### src/rtl/ibex_wb_queue.sv
// Writeback queue: a small circular FIFO of instructions waiting to write the
// register file. At most one LOAD/STORE may be resident at a time. An LSU
// response that arrives before its entry reaches the head is parked in a
// one-entry hold register.
// Optional feature: define IBEX_WB_QUEUE_PERF_EN to store and report the
// per-instruction performance-counter retire flags.
// Type encoding of instr_type_wb_i: 0 = OTHER, 1 = LOAD, 2 = STORE.
module ibex_wb_queue #(
  parameter int unsigned Depth = 2
) (
  input  logic                       clk_i,
  input  logic                       rst_ni,
  input  logic                       en_wb_i,
  input  logic [1:0]                 instr_type_wb_i,
  input  logic [31:0]                pc_id_i,
  input  logic                       instr_is_compressed_id_i,
  input  logic                       instr_perf_count_id_i,
  input  logic [4:0]                 rf_waddr_id_i,
  input  logic [31:0]                rf_wdata_id_i,
  input  logic                       rf_we_id_i,
  output logic                       ready_wb_o,
  output logic [$clog2(Depth+1)-1:0] occupancy_o,
  input  logic                       lsu_resp_valid_i,
  input  logic                       lsu_resp_err_i,
  input  logic [31:0]                rf_wdata_lsu_i,
  input  logic                       rf_we_lsu_i,
  output logic [4:0]                 rf_waddr_wb_o,
  output logic [31:0]                rf_wdata_wb_o,
  output logic                       rf_we_wb_o,
  input  logic [4:0]                 rf_raddr_a_i,
  input  logic [4:0]                 rf_raddr_b_i,
  output logic                       rf_hazard_a_o,
  output logic                       rf_hazard_b_o,
  output logic                       outstanding_load_wb_o,
  output logic                       outstanding_store_wb_o,
  output logic                       instr_done_wb_o,
  output logic [31:0]                pc_wb_o,
  output logic                       perf_instr_ret_wb_o,
  output logic                       perf_instr_ret_compressed_wb_o
);

  localparam int unsigned PtrW = (Depth > 1) ? $clog2(Depth) : 1;
  localparam int unsigned CntW = $clog2(Depth + 1);

  typedef enum logic [1:0] {
    WB_INSTR_OTHER = 2'd0,
    WB_INSTR_LOAD  = 2'd1,
    WB_INSTR_STORE = 2'd2
  } wb_instr_type_e;

  // Anything that is not LOAD or STORE behaves as OTHER.
  function automatic logic is_lsu(input logic [1:0] t);
    return (t == WB_INSTR_LOAD) || (t == WB_INSTR_STORE);
  endfunction

  function automatic logic [PtrW-1:0] ptr_inc(input logic [PtrW-1:0] p);
    if (p == PtrW'(Depth - 1)) return '0;
    return p + 1'b1;
  endfunction

  // Control state
  logic [PtrW-1:0] head_ptr_q, tail_ptr_q;
  logic [CntW-1:0] count_q;
  logic            hold_vld_q;

  // Entry and hold payload (not reset; qualified by count/hold valid)
  logic [1:0]  type_q  [Depth];
  logic [4:0]  waddr_q [Depth];
  logic [31:0] wdata_q [Depth];
  logic        we_q    [Depth];
  logic [31:0] pc_q    [Depth];
  logic        hold_err_q, hold_we_q;
  logic [31:0] hold_data_q;

  logic [Depth-1:0] entry_vld;
  logic lsu_pending, load_present, store_present;
  logic head_valid, head_lsu, head_done, lsu_retire, enq, hold_set;
  logic resp_err, resp_we;
  logic [31:0] resp_data;
  logic [1:0]  head_type;

  assign head_type  = type_q[head_ptr_q];
  assign head_valid = (count_q != '0);
  assign head_lsu   = head_valid && is_lsu(head_type);

  // A parked response takes priority over whatever is on the live LSU port.
  assign resp_err  = hold_vld_q ? hold_err_q  : lsu_resp_err_i;
  assign resp_we   = hold_vld_q ? hold_we_q   : rf_we_lsu_i;
  assign resp_data = hold_vld_q ? hold_data_q : rf_wdata_lsu_i;

  // Retirement is suppressed during reset so a discarded entry never writes.
  assign head_done  = rst_ni && head_valid && (!head_lsu || lsu_resp_valid_i || hold_vld_q);
  assign lsu_retire = head_done && head_lsu;
  assign ready_wb_o = ((count_q < CntW'(Depth)) || head_done) &&
                      !(is_lsu(instr_type_wb_i) && lsu_pending && !lsu_retire);
  assign enq        = en_wb_i && ready_wb_o;
  assign hold_set   = lsu_resp_valid_i && lsu_pending && !head_lsu && !hold_vld_q;

  assign occupancy_o     = count_q;
  assign instr_done_wb_o = head_done;
  assign rf_waddr_wb_o   = head_valid ? waddr_q[head_ptr_q] : 5'd0;
  assign pc_wb_o         = head_valid ? pc_q[head_ptr_q] : 32'd0;
  assign outstanding_load_wb_o  = load_present;
  assign outstanding_store_wb_o = store_present;

  // Per-entry valid mask, LSU presence and read-after-write hazard detection
  always_comb begin
    int off;
    entry_vld     = '0;
    lsu_pending   = 1'b0;
    load_present  = 1'b0;
    store_present = 1'b0;
    rf_hazard_a_o = 1'b0;
    rf_hazard_b_o = 1'b0;
    for (int i = 0; i < int'(Depth); i++) begin
      off = i - int'(head_ptr_q);
      if (off < 0) off = off + int'(Depth);
      entry_vld[i] = (off < int'(count_q));
      if (entry_vld[i]) begin
        if (is_lsu(type_q[i]))          lsu_pending   = 1'b1;
        if (type_q[i] == WB_INSTR_LOAD)  load_present  = 1'b1;
        if (type_q[i] == WB_INSTR_STORE) store_present = 1'b1;
        // A head OTHER writing this cycle is already visible via forwarding.
        if ((we_q[i] || type_q[i] == WB_INSTR_LOAD) &&
            !((PtrW'(i) == head_ptr_q) && head_done && !head_lsu)) begin
          if (rf_raddr_a_i != 5'd0 && waddr_q[i] == rf_raddr_a_i) rf_hazard_a_o = 1'b1;
          if (rf_raddr_b_i != 5'd0 && waddr_q[i] == rf_raddr_b_i) rf_hazard_b_o = 1'b1;
        end
      end
    end
  end

  // Register-file write port driven by the retiring head entry
  always_comb begin
    rf_we_wb_o    = 1'b0;
    rf_wdata_wb_o = 32'd0;
    if (head_done) begin
      if (!head_lsu) begin
        rf_we_wb_o    = we_q[head_ptr_q];
        rf_wdata_wb_o = we_q[head_ptr_q] ? wdata_q[head_ptr_q] : 32'd0;
      end else if (head_type == WB_INSTR_LOAD) begin
        rf_we_wb_o    = resp_we && !resp_err;
        rf_wdata_wb_o = (resp_we && !resp_err) ? resp_data : 32'd0;
      end
    end
  end

  // Pointer, occupancy and hold-valid bookkeeping
  always_ff @(posedge clk_i) begin
    if (!rst_ni) begin
      head_ptr_q <= '0;
      tail_ptr_q <= '0;
      count_q    <= '0;
      hold_vld_q <= 1'b0;
    end else begin
      if (enq)       tail_ptr_q <= ptr_inc(tail_ptr_q);
      if (head_done) head_ptr_q <= ptr_inc(head_ptr_q);
      if (enq && !head_done)      count_q <= count_q + 1'b1;
      else if (!enq && head_done) count_q <= count_q - 1'b1;
      if (lsu_retire)    hold_vld_q <= 1'b0;
      else if (hold_set) hold_vld_q <= 1'b1;
    end
  end

  // Entry payload capture at the tail
  always_ff @(posedge clk_i) begin
    if (enq) begin
      type_q[tail_ptr_q]  <= instr_type_wb_i;
      waddr_q[tail_ptr_q] <= rf_waddr_id_i;
      wdata_q[tail_ptr_q] <= rf_wdata_id_i;
      we_q[tail_ptr_q]    <= rf_we_id_i;
      pc_q[tail_ptr_q]    <= pc_id_i;
    end
  end

  // Early LSU response capture
  always_ff @(posedge clk_i) begin
    if (hold_set) begin
      hold_err_q  <= lsu_resp_err_i;
      hold_we_q   <= rf_we_lsu_i;
      hold_data_q <= rf_wdata_lsu_i;
    end
  end

`ifdef IBEX_WB_QUEUE_PERF_EN
  logic perf_q [Depth];
  logic comp_q [Depth];

  // Performance flags travel with each entry
  always_ff @(posedge clk_i) begin
    if (enq) begin
      perf_q[tail_ptr_q] <= instr_perf_count_id_i;
      comp_q[tail_ptr_q] <= instr_is_compressed_id_i;
    end
  end

  assign perf_instr_ret_wb_o = head_done && perf_q[head_ptr_q] && !(head_lsu && resp_err);
  assign perf_instr_ret_compressed_wb_o = perf_instr_ret_wb_o && comp_q[head_ptr_q];
`else
  logic unused_perf_inputs;
  assign unused_perf_inputs = instr_is_compressed_id_i ^ instr_perf_count_id_i;
  assign perf_instr_ret_wb_o            = 1'b0;
  assign perf_instr_ret_compressed_wb_o = 1'b0;
`endif

  // An LSU response is only meaningful while its entry is resident and unanswered
  resp_legal_a: assert property (@(posedge clk_i) disable iff (!rst_ni)
    lsu_resp_valid_i |-> (lsu_pending && !hold_vld_q));

endmodule

### config.mk
export PLATFORM = sky130hd
export DESIGN_NAME = ibex_wb_queue
export DESIGN_NICKNAME = d
export VERILOG_FILES = /design/src/rtl/ibex_wb_queue.sv
export SDC_FILE = /design/constraint.sdc
export NUM_CORES = 1
export LEC_CHECK = 0
export BUFFER_PORTS_ARGS = -buffer_cell sky130_fd_sc_hd__buf_2
export CAP_MARGIN = 10
export CORE_MARGIN = 3
export CORE_UTILIZATION = 55
export CTS_CLUSTER_DIAMETER = 80
export DETAILED_ROUTE_END_ITERATION = 16
export PLACE_DENSITY = 0.88
export SKIP_CTS_REPAIR_TIMING = 1
export SLEW_MARGIN = 20
export SYNTH_ARGS = -nofsm -noshare
export SYNTH_HDL_FRONTEND = slang
export SYNTH_SLANG_ARGS = --single-unit
### constraint.sdc
create_clock -name clk_i -period 15.17 [get_ports clk_i]
set_input_delay 3.034 -clock clk_i [delete_from_list [all_inputs] [get_ports clk_i]]
set_output_delay 3.034 -clock clk_i [all_outputs]
set_load 0.01 [all_outputs]
# After elaboration in Yosys (flattened, before gate mapping)
# Memory sizes are Yosys's and may differ from the RTL's. A register that Yosys moved wholly into a read port is not among the register bits.
# Cells that the tools add are included.
[op_classes]
n_addsub = 8
n_lt_le_gt_ge = 5
n_eq_ne = 12
mux = 63
n_bitwise = 2
n_reduce_logical = 47
[op_table]
columns = ["op", "n"]
rows = [
  ["two-way mux 32 bit", 9],
  ["less-than comparator 32 x 3 -> 1 bit", 2],
  ["two-way mux 1 bit", 51],
  ["logical AND 1 bit", 24],
  ["equality test 5 bit", 4],
  ["nonzero test 5 bit", 2],
  ["logical NOT 1 bit", 9],
  ["logical OR 1 bit", 9],
  ["adder 2 x 3 -> 4 bit, second input constant", 2],
  ["equality test 2 x 1 -> 1 bit, second input constant", 4],
  ["equality test 2 bit, second input constant", 4],
  ["two-way mux 5 bit", 1],
  ["less-than comparator 2 x 1 -> 1 bit, second input constant", 2],
  ["two-way mux 2 bit", 2],
  ["nonzero test 2 bit", 2],
  ["subtractor 1 x 1 -> 2 bit, first input constant", 2],
  ["adder 1 bit, second input constant", 2],
  ["adder 2 x 1 -> 2 bit, second input constant", 1],
  ["less-than comparator 2 bit, second input constant", 1],
  ["inverter 1 bit", 2],
  ["OR reduction 2 bit", 1],
  ["subtractor 2 x 1 -> 2 bit, second input constant", 1],
]
[word_totals]
register_bits = 39
ram_bits = 144
input_bits = 122
out_inout_bits = 80
wordCells = 149
memories = 5
[memory_table]
columns = ["memory", "words", "word_bits", "rd", "rd_clocked_by_memory_dff", "wr", "line", "source"]
rows = [
  ["pc_q", 2, 32, 1, 1, 1, "71", "logic [31:0] pc_q [Depth];"],
  ["wdata_q", 2, 32, 1, 1, 1, "69", "logic [31:0] wdata_q [Depth];"],
  ["waddr_q", 2, 5, 3, 1, 1, "68", "logic [4:0] waddr_q [Depth];"],
  ["type_q", 2, 2, 3, 1, 1, "67", "logic [1:0] type_q [Depth];"],
  ["we_q", 2, 1, 3, 1, 1, "70", "logic we_q [Depth];"],
]

# Depth between registers and ports, before layout
# Gate-level depths: netlist of run 1.
[depth]
ltp_word = 17
ltp_mapped = 13
mapped_depth_nobuf = 10

# Worst setup path after synthesis of run 1
# No wires, ideal clock.
[synth_timing]
path_kind = "input -> output"
from = "input lsu_resp_valid_i"
to = "output rf_hazard_b_o"
t_arrival_ns = 4.195
required_ns = 12.136
slack_ns = 7.941
path_stages = 5
path_buffers = 0
cell_sequence = "o31ai_1 -> nor2_2 -> ha_1 -> a211oi_1 -> a2bb2o_4"
[synth_via]
elab_chain_len = 12
[synth_lines]
columns = ["element", "line", "source"]
rows = [
  ["from (decl)", "23", "input logic lsu_resp_valid_i,"],
  ["logical OR 1 bit * (2 in series)", "92", "assign head_done = rst_ni && head_valid && (!head_lsu || lsu_resp_valid_i || hold_vld_q);"],
  ["logical AND 1 bit *", "92", ""],
  ["via instr_done_wb_o", "36", "output logic instr_done_wb_o,"],
  ["logical AND 1 bit (2 in series)", "125", "!((PtrW'(i) == head_ptr_q) && head_done && !head_lsu)) begin"],
  ["logical NOT 1 bit", "125", ""],
  ["logical AND 1 bit", "124", "if ((we_q[i] || type_q[i] == WB_INSTR_LOAD) &&"],
  ["two-way mux 1 bit", "124", ""],
  ["two-way mux 1 bit", "119", "if (entry_vld[i]) begin"],
  ["two-way mux 1 bit", "127", "if (rf_raddr_b_i != 5'd0 && waddr_q[i] == rf_raddr_b_i) rf_hazard_b_o = 1'b1;"],
  ["two-way mux 1 bit", "124", ""],
  ["two-way mux 1 bit *", "119", ""],
  ["to (decl)", "33", "output logic rf_hazard_b_o,"],
]
# The timed path passes the listed nets; every way through them passes the cells marked *.

# Worst setup path after layout of run 1
[layout_timing]
from = "input lsu_resp_valid_i"
to = "output rf_hazard_b_o"
[layout_via]
elab_chain_len = 12
[layout_lines]
columns = ["element", "line"]
rows = [
  ["logical OR 1 bit * (2 in series)", "92"],
  ["logical AND 1 bit *", "92"],
  ["logical AND 1 bit (2 in series)", "125"],
  ["logical NOT 1 bit", "125"],
  ["logical AND 1 bit", "124"],
  ["two-way mux 1 bit", "124"],
  ["two-way mux 1 bit", "119"],
  ["two-way mux 1 bit", "127"],
  ["two-way mux 1 bit", "124"],
  ["two-way mux 1 bit *", "119"],
]
# Every way passes the cells marked *; elsewhere a longest branch is shown, timed or not.

==> key figures, run 1 <==
Status
  – Status: complete, no violations

Route
  – Drt pass-1 iters: 7
  – DR iter-0 viols: 297
  – WL final: 17,100 um
  – Vias: 5,130
  – Drc violations: 0
  – Vias per inst: 5.66
  – Antenna-violating nets left: 0
  – Average wire per standard cell: 18.8 um

Timing
  – Post-route setup TNS: 0 ps
  – Pins over their slew limit: 0
  – Layout Skew: 6.90 ps
  – Peak Freq: 0.132 GHz
  – # setup viols final: 0
  – Final worst-path cycle share: 50.1%
  – Worst rel slew slack: 33.0%
  – Crit path time final: 7600 ps
  – Worst slew pin tran: 1000 ps
  – RSZ-0062 raised after global routing: no
  – Final setup margin: 7570 ps
  – Final Hold Fails: 0

Synthesis
  – Cell taking the most area after synthesis: edfxtp_1
  – Post-synth EDFFs: 178
  – Asr flop ratio synth: 0%
  – Post-Syn Instances: 524
  – Synth top area cells: edfxtp_1 (67%), mux2i_1 (9.2%), a211oi_1 (6.1%)
  – Yosys cell types: 41
  – Yosys top cell area share: 67.2%
  – Avg Cell Area, Syn: 15.2 um2
  – Top_reg_cell synth: edfxtp_1
  – #FFs+latches synth: 184
  – Ys Warns: 0
  – Synthesized cell area: 7950 um2
  – Sequential-to-total area share from yosys stat: 68.7%

Layout
  – Area Overhead vs Synth: 21.1%
  – Fill count: 982
  – Commonest non-fill, non-tap cell in the layout: buf_2
  – Ant. Diodes: 0
  – Nets: 844
  – Ratio of cells with drive above 1 in the final layout: 34.4%
  – Multi-input gate area: 2290 um2
  – Most frequent cells in the layout: buf_2 (197), edfxtp_1 (178), mux2i_1 (73)
  – Reg area: 5470 um2

Die
  – I/O Pins: 202
  – Core Area: 14,000 um2
  – Initial Utilization: 56.8%
  – DIE HEIGHT: 126 um
  – Die area: 15,900 um2
  – Rows: 43
  – Die Width: 126 um

Worst setup path
  – Largest delay share family, worst path: compound AO/OA/AOI/OAI gates
  – Critical path fanouts, max: 6
  – Slowest stage delay, CP: 400 ps
  – CP Cell Sequence: buf_2, o31ai_1, nor2_2, ha_1, a211oi_1, a2bb2o_4, buf_2
  – WS Path Type: primary input to output port
  – CP Data Required Time: 12,140 ps
  – Crit path top cell by count: buf_2
  – Critical-path cell with the highest stage delay: a211oi_1
  – Startpoint types: primary input
  – Critical path depth: 7
  – FF-to-FF path depth: 7
  – Worst setup EP type: output port
  – Worst EP arrival: 4570 ps
  – Worst path buffer plus inverter count: 2

Clock tree
  – CTS clk-pin slew, worst paths: 70 ps
  – CTS tree: built
  – CTS root buf: clkbuf_16
  – Clk buf depth: 2
  – Clk sink count: 184
  – H-tree depth reported by CTS: 4
  – Num CTS Buffers: 17
  – Worst skew pair latency: 420 ps

Hold path
  – WHS Path Cells: 2
  – Hold WC Path Type: register to register

Global routing
  – First-pass GRT wire length: 26,500 um
  – Tot GR Track Use: 21.2%
  – Vias in the first global route: 5,338
  – Grt ovf: 0
  – Largest net degree at the start of global routing: 73
  – Initial antenna violation count: 3

Flow run
  – Max cap viols: 0

Placed design
  – Setup WS pre-CTS: 7570 ps
  – Port-buffer cells: 197
  – Gp weighted congestion: 0.895
  – Post-DP HPWL: 11,600 um

Power
  – Worst vdd ir: 105 uV
  – Pleak: 3.64 nW
  – Power Density: 171 nW/um2
-- cell usage after synthesis, drive strengths merged, types with 8 or more instances --
library cell  instances
edfxtp              178
mux2i                73
a211oi               65
nor2                 44
nor2b                34
buf                  26
xor2                 13
xnor2                11
inv                   9
clkbuf                8
ha                    8
o21ai                 8
-- worst register-to-register path, cell delays in order (launching register included) --
cell	delay, ps
dfxtp_4	730
mux2i_1	300
ha_1	280
o21bai_2	260
nor2_1	190
o311a_1	290
nor2b_4	500
buf_4	700
-- final timing paths --
kind                          from       endpoint  slack [ps]
setup reg to reg          register    pc_q[0][12]       11520
setup / recovery  lsu_resp_valid_i  rf_hazard_b_o        7570
hold reg to reg         tail_ptr_q     tail_ptr_q         560
hold / removal          tail_ptr_q     tail_ptr_q         560
-- where the power goes --
group | switching [mW] | total [mW] | internal, mW
Clock | 0.192 | 0.424 | 0.231
Combinational | 0.317 | 0.508 | 0.190
Sequential | 0.0485 | 0.714 | 0.666
Total | 0.558 | 1.65 | 1.09
-- per-layer routing --
metal / part of all wire [%] / global-route usage (%) / vias to the layer above
met5: 0.16 / 0 / -
met1: 40 / 25.4 / 2474
met3: 7.9 / 6.32 / 31
met4: 1.6 / 7.70 / 6
met2: 51 / 36.5 / 219
li1: - / - / 2400
-- registers in the layout (all words and copies together), names as in the netlist, named ones only --
register,cells
head_ptr_q,1
hold_data_q,32
hold_err_q,1
hold_vld_q,1
hold_we_q,1
occupancy_o,2
pc_q,64
tail_ptr_q,1
type_q,4
waddr_q,10
wdata_q,64
we_q,2
-- stage by stage --
| stage | hold WS, ps | power (mW) | std cells | utilization (%) | cell area [um2] |
|---|---|---|---|---|---|
| after floorplan | 451 | 1.07 | 525 | - | 7950 |
| after global placement | 498 | 1.21 | 875 | 64.8 | 9060 |
| after detailed placement | 520 | 1.23 | 875 | 64.8 | 9060 |
| after CTS | 550 | 1.66 | 907 | 68.8 | 9630 |
| after global routing | 601 | 1.73 | 907 | 68.8 | 9630 |
| final | 557 | 1.65 | 907 | 68.8 | 9630 |
-- kinds of logic after synthesis --
logic type / share of synthesized area, %
flops: 68.7
simple gates: 6.33
compound gates: 9.11
mux: 9.19
buf+inv: 2.68
xor+xnor: 2.64
fa+ha+maj: 1.26
other cells: 0.0472
-- cell type report --
class	instances	share of cell area (%)
sequential	184	56.8
multi-input combinational	298	23.8
inverter	9	0.351
timing repair buffer	204	10.8
tap	180	2.34
clock buffer	18	4.46
clock inverter	14	1.44
Note: power is estimated with default switching activity, not from simulation.
==> inputs of run 2 (changes only) <==
Settings changed: ABC_AREA set to 1, CORE_UTILIZATION 55 to 53, PLACE_DENSITY 0.88 to 0.86.
Clock period 15.17 ns to 7 ns, I/O delays scaled along.
==> key figures, run 2 <==
Synthesis
  – Synth top cells by count: nor2_1 (201), edfxtp_1 (178), nand2_1 (107)
  – Avg Cell Area, Syn: 11.0 um2 (-27%)
  – #FFs+latches synth: 184 (unchanged)
  – Synth top area cells: edfxtp_1 (66%), nor2_1 (9.3%), nand2_1 (5.0%)
  – Post-Syn Instances: 734 (+40%)
  – Synthesized cell area: 8100 um2 (+1.9%)
  – Post-synth EDFFs: 178 (unchanged)
  – Cell taking the most area after synthesis: edfxtp_1
  – Asr flop ratio synth: 0% (unchanged)
  – Yosys top cell area share: 66.0% (-1.2 points)
  – Yosys cell types: 32 (-22%)
  – Most common cell in the netlist: nor2_1
  – Sequential-to-total area share from yosys stat: 67.5% (-1.3 points)
  – Top_reg_cell synth: edfxtp_1
  – Ys Warns: 0 (unchanged)

Worst setup path
  – Startpoint types: register
  – Crit path top cell by count: inv_1
  – CP Cell Sequence: o21ai_0, ha_1, inv_1, nand2_4, inv_1, nand2_1, nand3_2, nor2_1, buf_2
  – Slowest stage delay, CP: 600 ps (+200 ps)
  – Worst EP arrival: 3520 ps (-1050 ps)
  – Critical path fanouts, max: 69 (+63)
  – R2r setup slk: 3620 ps (-7900 ps)
  – WS Path Type: register to output port
  – CP Data Required Time: 5600 ps (-6540 ps)
  – Critical-path cell with the highest stage delay: dfxtp_2
  – Worst setup EP type: output port

Timing
  – Final setup margin: 2080 ps (-5490 ps)
  – RSZ-0062 raised after global routing: no
  – Pins over their slew limit: 0 (unchanged)
  – Crit path time final: 4920 ps
  – Worst rel slew slack: 30.3% (-2.8 points)
  – Final Hold Fails: 0 (unchanged)
  – Post-route setup TNS: 0 ps (unchanged)
  – # setup viols final: 0 (unchanged)
  – Layout Skew: 6.05 ps (-0.855 ps)
  – Peak Freq: 0.203 GHz
  – Final worst-path cycle share: 70.3%
  – Worst slew pin tran: 1040 ps (+38.9 ps)

Status
  – Status: complete, no violations

Placed design
  – Gp weighted congestion: 0.808 (-9.8%)
  – Inst Count DP: 1,083 (+24%)
  – Port-buffer cells: 197 (unchanged)
  – Setup WS pre-CTS: 2460 ps (-5110 ps)
  – Post-DP HPWL: 12,500 um (+8.3%)

Die
  – Initial Utilization: 54.9% (-1.9 points)
  – Die Width: 130 um (+2.7%)
  – Rows: 44 (+2.3%)
  – I/O Pins: 202 (unchanged)
  – Core Area: 14,800 um2 (+5.5%)
  – DIE HEIGHT: 130 um (+2.7%)
  – Die area: 16,800 um2 (+5.4%)

Route
  – Antenna-violating nets left: 0 (unchanged)
  – Met3 wire length: 1980 um (+47%)
  – Vias per inst: 5.30 (-6.2%)
  – Drt pass-1 iters: 5 (-2)
  – Vias: 5,923 (+15%)
  – Top Layer Used: met5
  – WL met1: 6950 um (+2.9%)
  – Met2 wire length: 9380 um (+8.2%)
  – WL final: 18,700 um (+9.9%)
  – Average wire per standard cell: 16.8 um (-11%)
  – Drc violations: 0 (unchanged)
  – DR iter-0 viols: 418 (+41%)

Clock tree
  – CTS clk-pin slew, worst paths: 70 ps (about the same)
  – CTS root buf: clkbuf_16
  – Clk buf depth: 2 (unchanged)
  – Worst skew pair latency: 420 ps (about the same)
  – Clk sink count: 184 (unchanged)
  – Num CTS Buffers: 17 (unchanged)
  – CTS tree: built
  – H-tree depth reported by CTS: 4 (unchanged)

Hold path
  – Hold WC Path Type: register to register

Power
  – Pleak: 4.09 nW (+12%)
  – Power Density: 396 nW/um2 (+130%)
  – Power, Total: 3.86 mW (+130%)
  – Worst vdd ir: 202 uV (+91%)

Global routing
  – Initial antenna violation count: 2 (-1)
  – First-pass GRT wire length: 28,200 um (+6.5%)
  – Grt ovf: 0 (unchanged)
  – Largest net degree at the start of global routing: 73 (unchanged)
  – Vias in the first global route: 5,791 (+8.5%)
  – Tot GR Track Use: 22.3% (+1.1 points)

Layout
  – Most frequent cells in the layout: nor2_1 (199), buf_2 (197), edfxtp_1 (178)
  – Post-Layout Cell Count: 1,117 (+23%)
  – Commonest non-fill, non-tap cell in the layout: nor2_1
  – Nets: 1,048 (+24%)
  – Largest registers: pc_q (64), wdata_q (64), hold_data_q (32)
  – Ratio of cells with drive above 1 in the final layout: 29.8% (-4.6 points)
  – Area Overhead vs Synth: 20.5%

Flow run
  – Max cap viols: 0 (unchanged)
-- run 2: where the power goes --
group / switching (mW) / leakage [nW] / internal (mW)
Sequential: 0.0863 / 1.70 / 1.48
Combinational: 0.920 / 2.12 / 0.427
Clock: 0.410 / 0.278 / 0.535
Total: 1.42 / 4.09 / 2.44
-- run 2: per-stage QoR --
step                      hold slack, ps  area [um2]  utilization, %
after floorplan                      491        8100               -
after global placement               528        9160            62.1
after detailed placement             534        9160            62.1
after CTS                            544        9750            66.1
after global routing                 602        9750            66.1
final                                558        9760            66.1
-- run 2: cell type report --
type                            instances  area, um2
Timing Repair Buffer                  202       1020
Sequential cell                       184       5470
Clock buffer                           17        425
Multi-Input combinational cell        480       2310
Antenna cell                            2       5.00
Inverter                               33        126
Fill cell                            1088       5000
Clock inverter                         15        169
Tap cell                              184        230
-- run 2: final timing paths --
path,from,to,cells past startpoint
min,head_ptr_q,head_ptr_q,2
max,register,rf_wdata_wb_o[12],9
max reg2reg,register,pc_q[0][18],8
min reg2reg,head_ptr_q,head_ptr_q,2
-- run 2: per-layer routing --
layer	global-route usage [%]	up-vias
li1	-	2877
met1	24.9	2713
met2	38.2	291
met3	7.58	40
met4	10.9	2
met5	0	-
-- run 2: critical path, delay by kind of cell, from the launching register on --
kind / cells / cell delay (ps)
AND/OR/NAND/NOR: 4 / 1570
AO/OA/AOI/OAI: 1 / 180
flip-flops: 1 / 600
adder cells (fa/ha/maj): 1 / 380
buffers and inverters: 3 / 370
-- run 2: cell families after synthesis --
| logic type | count (synthesis) | share of synthesized area [%] |
|---|---|---|
| AO/OA/AOI/OAI | 122 | 9.13 |
| XOR/XNOR | 12 | 1.30 |
| adder cells (fa/ha/maj) | 8 | 1.24 |
| buffers and inverters | 71 | 4.22 |
| flip-flops | 184 | 67.5 |
| other | 1 | 0.0463 |
| AND/OR/NAND/NOR | 336 | 16.6 |
